==> config.mk <==
export PLATFORM = sky130hd
export DESIGN_NAME = stream_argmax_accel
export DESIGN_NICKNAME = d
export VERILOG_FILES = /design/src/rtl/stream_argmax_accel.sv
export SDC_FILE = /design/constraint.sdc
export NUM_CORES = 1
export LEC_CHECK = 0
export CORE_MARGIN = 2
export CORE_UTILIZATION = 45
export CTS_BUF_LIST = sky130_fd_sc_hd__clkbuf_8
export DETAILED_ROUTE_END_ITERATION = 7
export PLACE_DENSITY = 0.67
export SYNTH_ARGS = -nofsm -noshare
export SYNTH_HDL_FRONTEND = slang
export SYNTH_SLANG_ARGS = --single-unit
==> constraint.sdc <==
create_clock -name clk -period 3.4 [get_ports clk]
set_clock_uncertainty 0.05 [all_clocks]
set_input_delay 0.34 -clock clk [delete_from_list [all_inputs] [get_ports clk]]
set_output_delay 0.34 -clock clk [all_outputs]
set_load 0.02 [all_outputs]
==> src/rtl/stream_argmax_accel.sv <==
// Streaming argmax/argmin reduction engine.
// Accepts a framed burst of signed samples, tracks the extreme value, its
// zero-based position and the beat count, and holds the result until the
// consumer takes it. Beats past 2^IDX_W are accepted but excluded from the
// compare, and they flag overflow.
module stream_argmax_accel #(
  parameter int WIDTH      = 32,
  parameter int IDX_W      = 10,
  parameter bit END_ON_GAP = 1'b0
) (
  input  logic             clk,
  input  logic             reset,
  input  logic [WIDTH-1:0] data_in,
  input  logic             data_valid,
  input  logic             data_last,
  input  logic             mode_min,
  output logic             data_ready,
  output logic [WIDTH-1:0] result_value,
  output logic [IDX_W-1:0] result_index,
  output logic [IDX_W:0]   result_count,
  output logic             result_overflow,
  output logic             result_valid,
  input  logic             result_ready
);

  localparam logic [1:0] IDLE  = 2'd0;
  localparam logic [1:0] ACCUM = 2'd1;
  localparam logic [1:0] HOLD  = 2'd2;

  logic [1:0]       state;
  logic [WIDTH-1:0] best;
  logic [IDX_W-1:0] best_idx;
  logic [IDX_W:0]   cnt;
  logic             ovf;
  logic             mode_q;

  logic             accept;
  logic             full;
  logic             better;
  logic             gap_end;
  logic [WIDTH-1:0] nxt_best;
  logic [IDX_W-1:0] nxt_idx;
  logic [IDX_W:0]   nxt_cnt;
  logic             nxt_ovf;

  assign data_ready   = (state != HOLD);
  assign result_valid = (state == HOLD);
  assign accept       = data_valid && data_ready;
  // cnt only ever reaches 2^IDX_W through saturation, so its MSB means "full".
  assign full         = cnt[IDX_W];
  assign better       = mode_q ? ($signed(data_in) < $signed(best))
                               : ($signed(data_in) > $signed(best));
  assign gap_end      = END_ON_GAP && (state == ACCUM) && !data_valid;

  // Running-reduction update that an accepted beat would produce.
  always_comb begin
    // NOTE: every output gets a default first so no path leaves it unassigned, which would infer a latch.
    nxt_best = best;
    nxt_idx  = best_idx;
    nxt_cnt  = cnt;
    nxt_ovf  = ovf;
    if (state == IDLE) begin
      nxt_best = data_in;
      nxt_idx  = '0;
      nxt_cnt  = (IDX_W + 1)'(1);
      nxt_ovf  = 1'b0;
    end else if (full) begin
      nxt_ovf = 1'b1;
    end else begin
      if (better) begin
        nxt_best = data_in;
        nxt_idx  = cnt[IDX_W-1:0];
      end
      nxt_cnt = cnt + 1'b1;
    end
  end

  // Burst framing FSM and running best/index/count registers.
  always_ff @(posedge clk or negedge reset) begin
    if (!reset) begin
      state    <= IDLE;
      best     <= '0;
      best_idx <= '0;
      cnt      <= '0;
      ovf      <= 1'b0;
      mode_q   <= 1'b0;
    end else begin
      // NOTE: non-blocking assignments so every register samples pre-edge values, matching flop behaviour.
      case (state)
        IDLE: begin
          if (accept) begin
            best     <= nxt_best;
            best_idx <= nxt_idx;
            cnt      <= nxt_cnt;
            ovf      <= nxt_ovf;
            mode_q   <= mode_min;
            state    <= data_last ? HOLD : ACCUM;
          end
        end
        ACCUM: begin
          if (accept) begin
            best     <= nxt_best;
            best_idx <= nxt_idx;
            cnt      <= nxt_cnt;
            ovf      <= nxt_ovf;
            if (data_last) state <= HOLD;
          end else if (gap_end) begin
            state <= HOLD;
          end
        end
        HOLD: begin
          if (result_ready) state <= IDLE;
        end
        default: state <= IDLE;
      endcase
    end
  end

  // Result registers: loaded only when a burst completes, stable otherwise.
  always_ff @(posedge clk or negedge reset) begin
    if (!reset) begin
      result_value    <= '0;
      result_index    <= '0;
      result_count    <= '0;
      result_overflow <= 1'b0;
    end else if (accept && data_last) begin
      result_value    <= nxt_best;
      result_index    <= nxt_idx;
      result_count    <= nxt_cnt;
      result_overflow <= nxt_ovf;
    end else if (gap_end) begin
      result_value    <= best;
      result_index    <= best_idx;
      result_count    <= cnt;
      result_overflow <= ovf;
    end
  end

endmodule

==> PnR_summary.wiki <==
{| class="wikitable"
! Metric !! Value
|-
| Maximum number of pins on one net before global-route repair || 62
|-
| LEAKAGE || 3.83 nW
|-
| CTS root buffer || sky130_fd_sc_hd__clkbuf_8
|-
| Total gr overflow || 0
|-
| Initial antenna violation count || 0
|-
| Routed wire length || 20500 microns
|-
| Cts-stage hold buffer count || 0
|-
| Element type at the critical path start || flop
|-
| Die X-Extent || 132 microns
|-
| Vertical die dimension || 132 microns
|-
| Vias in the first global route || 6568
|-
| Wire length of the first global-routing pass || 34700 microns
|-
| Final-layout fill cell count || 1477
|-
| Run status || finished with violations
|-
| CP Capture Type || flop
|-
| Routed WL per cell || 17.3 microns
|-
| Clock Path Buffers || 2
|-
| Port buffer count || 93
|-
| Period utilisation layout || 95.5%
|-
| Routability Congestion || 0.832
|-
| Synth area leader || sky130_fd_sc_hd__dfrtp_1
|-
| Final core occ || 57.2%
|-
| Count of vias placed by the detailed router || 6671
|-
| Highest clock rate || 308 MHz
|-
| Compound-Gate Fraction of Synth Area || 16.5%
|-
| Fraction of met3 tracks used by global routing || 3.30%
|-
| Commonest cells in the synthesized netlist || sky130_fd_sc_hd__nand2_1, sky130_fd_sc_hd__dfrtp_1, sky130_fd_sc_hd__nand3_1
|-
| CTS resizes || 0
|-
| Cell area after synthesis || 0.00742 sq mm
|-
| Critical path data arrival time || 3520 ps
|-
| Number of design rule violations left after detail routing || 0
|-
| Max-cap viol count || 0
|-
| 1st-iter DRT viols || 521
|-
| WS Path Type || reg2reg
|-
| Vias per Instance || 5.64
|-
| Synthesis-to-finish area growth || 23.2%
|-
| Sequential fraction of the synthesis area || 37.4%
|-
| Count of standard-cell rows || 46
|-
| Syn Nets || 935
|-
| Post-synthesis mux area share || 10.0%
|-
| Met1 Use GR || 35.3%
|-
| Transition at the pin with the smallest max-transition slack || 864 ps
|-
| Clock-pin slew on the worst setup and hold paths || 120 ps
|-
| Area share of the largest cell type after synthesis || 37.4%
|-
| Syn Area/Cell || 8.59 sq um
|-
| Share of cells above drive strength 1 || 15.5%
|-
| Worst min-delay path class || in2async
|-
| Drt first pass iters || 5
|-
| All-Layer GR Usage || 24.3%
|-
| Post-layout power || 7.06 mW
|-
| Fraction of synthesized cell area in xor and xnor cells || 1.06%
|-
| Met2 track demand over resource in global routing || 37.3%
|-
| Violations in the final reports || negative hold slack
|-
| Cts bufs inserted || 9
|-
| Post-layout minimum cycle time || 3250 ps
|-
| Post-synthesis cell type count || 44
|-
| Count of mapped cells out of synthesis || 864
|-
| Sink Count || 111
|-
| Final count of pins violating max slew || 0
|-
| Final hold slack || -33.6 ps
|-
| Total number of nets in the final design || 1033
|-
| Ant diodes || 0
|-
| Power per cell area || 772 mW/mm^2
|-
| Routed Antenna Nets || 0
|-
| Combinational family with the most area after synthesis || simple AND/OR/NAND/NOR gates
|-
| Post-Place Worst Slack || -148 ps
|-
| Asr flop ratio synth || 100%
|-
| Flip-flop and latch count after synthesis || 111
|-
| Synth Area in Adders || 5.56%
|-
| Synthesized-area fraction occupied by and/or/nand/nor cells || 23.2%
|-
| Final Hold Violating Endpoints || 20
|-
| Dominant cells by area after synthesis || sky130_fd_sc_hd__dfrtp_1, sky130_fd_sc_hd__nand2_1, sky130_fd_sc_hd__nand3_1, sky130_fd_sc_hd__ha_1, sky130_fd_sc_hd__mux2_2
|-
| Number of I/O pins || 94
|-
| Die ar. || 0.0175 sq mm
|-
| Initial core utilization || 46.4%
|-
| Top_reg_cell synth || sky130_fd_sc_hd__dfrtp_1
|-
| EDFF count, synth || 0
|-
| Worst-Skew Late Latency || 410 ps
|-
| Detailed placement HPWL || 13600 microns
|-
| Slew headroom || 42.4%
|-
| Unrepaired setup endpoints after global routing || no
|-
| Count of synthesis-stage warnings from yosys || 0
|-
| Setup violations, final || 0
|-
| Core ar. || 0.0160 sq mm
|-
| Clock tree from TritonCTS || built
|-
| Sum of negative setup slack || 0 ps
|-
| Data required time at the worst endpoint || 3670 ps
|-
| Most Crowded Layer GR || met2
|-
| Postcts setup bufs || 0
|-
| Critical path fanouts, max || 12
|-
| Setup ws final || 152 ps
|-
| Worst VDD drop || 334 uV
|-
| Number of H-tree branching levels || 3
|-
| Cell with the most instances after synthesis || sky130_fd_sc_hd__nand2_1
|}
[metrics by stage]
stage	instance area [sq um]	std cells	hold slack, ps
after floorplan	7420	864	-5.59
after global placement	8940	1167	410
after detailed placement	8940	1167	419
after CTS	9150	1182	7.14
after global routing	9150	1182	46.2
final	9150	1182	-33.6
[cells in the final DEF (no fill, tap or decap), drive strengths merged, types with 10 or more instances in the layout]
cell / netlist / routed
nor2: 80 / 80
dfrtp: 111 / 111
a211oi: 31 / 31
o2111ai: 10 / 10
a221o: 11 / 11
nand4: 14 / 14
inv: 44 / 46
nand2: 139 / 139
and2: 10 / 10
o211ai: 33 / 33
ha: 33 / 33
o21ai: 26 / 26
nand3: 104 / 104
mux2: 34 / 34
buf: 26 / 61
mux2i: 36 / 36
clkdlybuf4s50: 0 / 92
nand3b: 10 / 10
a21oi: 20 / 20
[worst paths after layout]
path | start | cells after the start | slack, ps | to
setup / recovery | best[13] | 12 | 150 | best[6]
hold / removal | reset | 1 | -30 | result_value[30]
setup reg to reg | best[13] | 12 | 150 | best[6]
hold reg to reg | result_count[7] | 2 | 440 | result_count[7]
max in group asynchronous | reset | 2 | 2560 | cnt[2]
min in group clk | result_count[7] | 2 | 440 | result_count[7]
[metal layers]
metal,share of wire [%],vias to the layer above
li1,-,3250
met4,1.9,0
met5,0,-
met2,45,181
met3,4.7,25
met1,49,3215
[critical path: stages (launching register included)]
cell and delay (ps):
sky130_fd_sc_hd__dfrtp_1 410, sky130_fd_sc_hd__inv_1 80, sky130_fd_sc_hd__ha_1 300, sky130_fd_sc_hd__nand4_1 140, sky130_fd_sc_hd__or4_1 590, sky130_fd_sc_hd__a21oi_1 140
sky130_fd_sc_hd__o311ai_1 110, sky130_fd_sc_hd__buf_4 150, sky130_fd_sc_hd__a41oi_4 320, sky130_fd_sc_hd__buf_4 200, sky130_fd_sc_hd__buf_4 220, sky130_fd_sc_hd__mux2_2 360
sky130_fd_sc_hd__o211ai_1 80
[registers in the layout, summed over array words and instances, names as in the netlist]
signal	cells
state	2
best_idx	10
ovf	1
result_overflow	1
result_value	32
result_index	10
result_count	11
best	32
mode_q	1
cnt	11
[where the power goes]
| group | switching, mW | leakage [nW] | internal (mW) |
|---|---|---|---|
| clock network | 0.514 | 0.0991 | 0.350 |
| logic | 2.17 | 2.37 | 1.83 |
| registers | 0.414 | 1.36 | 1.79 |
| total | 3.10 | 3.83 | 3.96 |
[cells by family after synthesis]
logic type / after synthesis
mux: 70
compound gates: 149
buf+inv: 110
flops: 111
simple gates: 382
xor+xnor: 9
fa+ha+maj: 33
[cell type report]
| type | instances | area, sq um | area share, % |
|---|---|---|---|
| multi-input cells | 643 | 4230 | 46.2 |
| flip-flops and latches | 111 | 2780 | 30.4 |
| repair buffers | 153 | 1500 | 16.4 |
| well taps | 216 | 270 | 2.95 |
| inverters | 44 | 165 | 1.81 |
| clock buffers | 9 | 124 | 1.35 |
| clock inverters | 6 | 80.1 | 0.876 |
No activity file was read; power rests on OpenSTA's default activity.
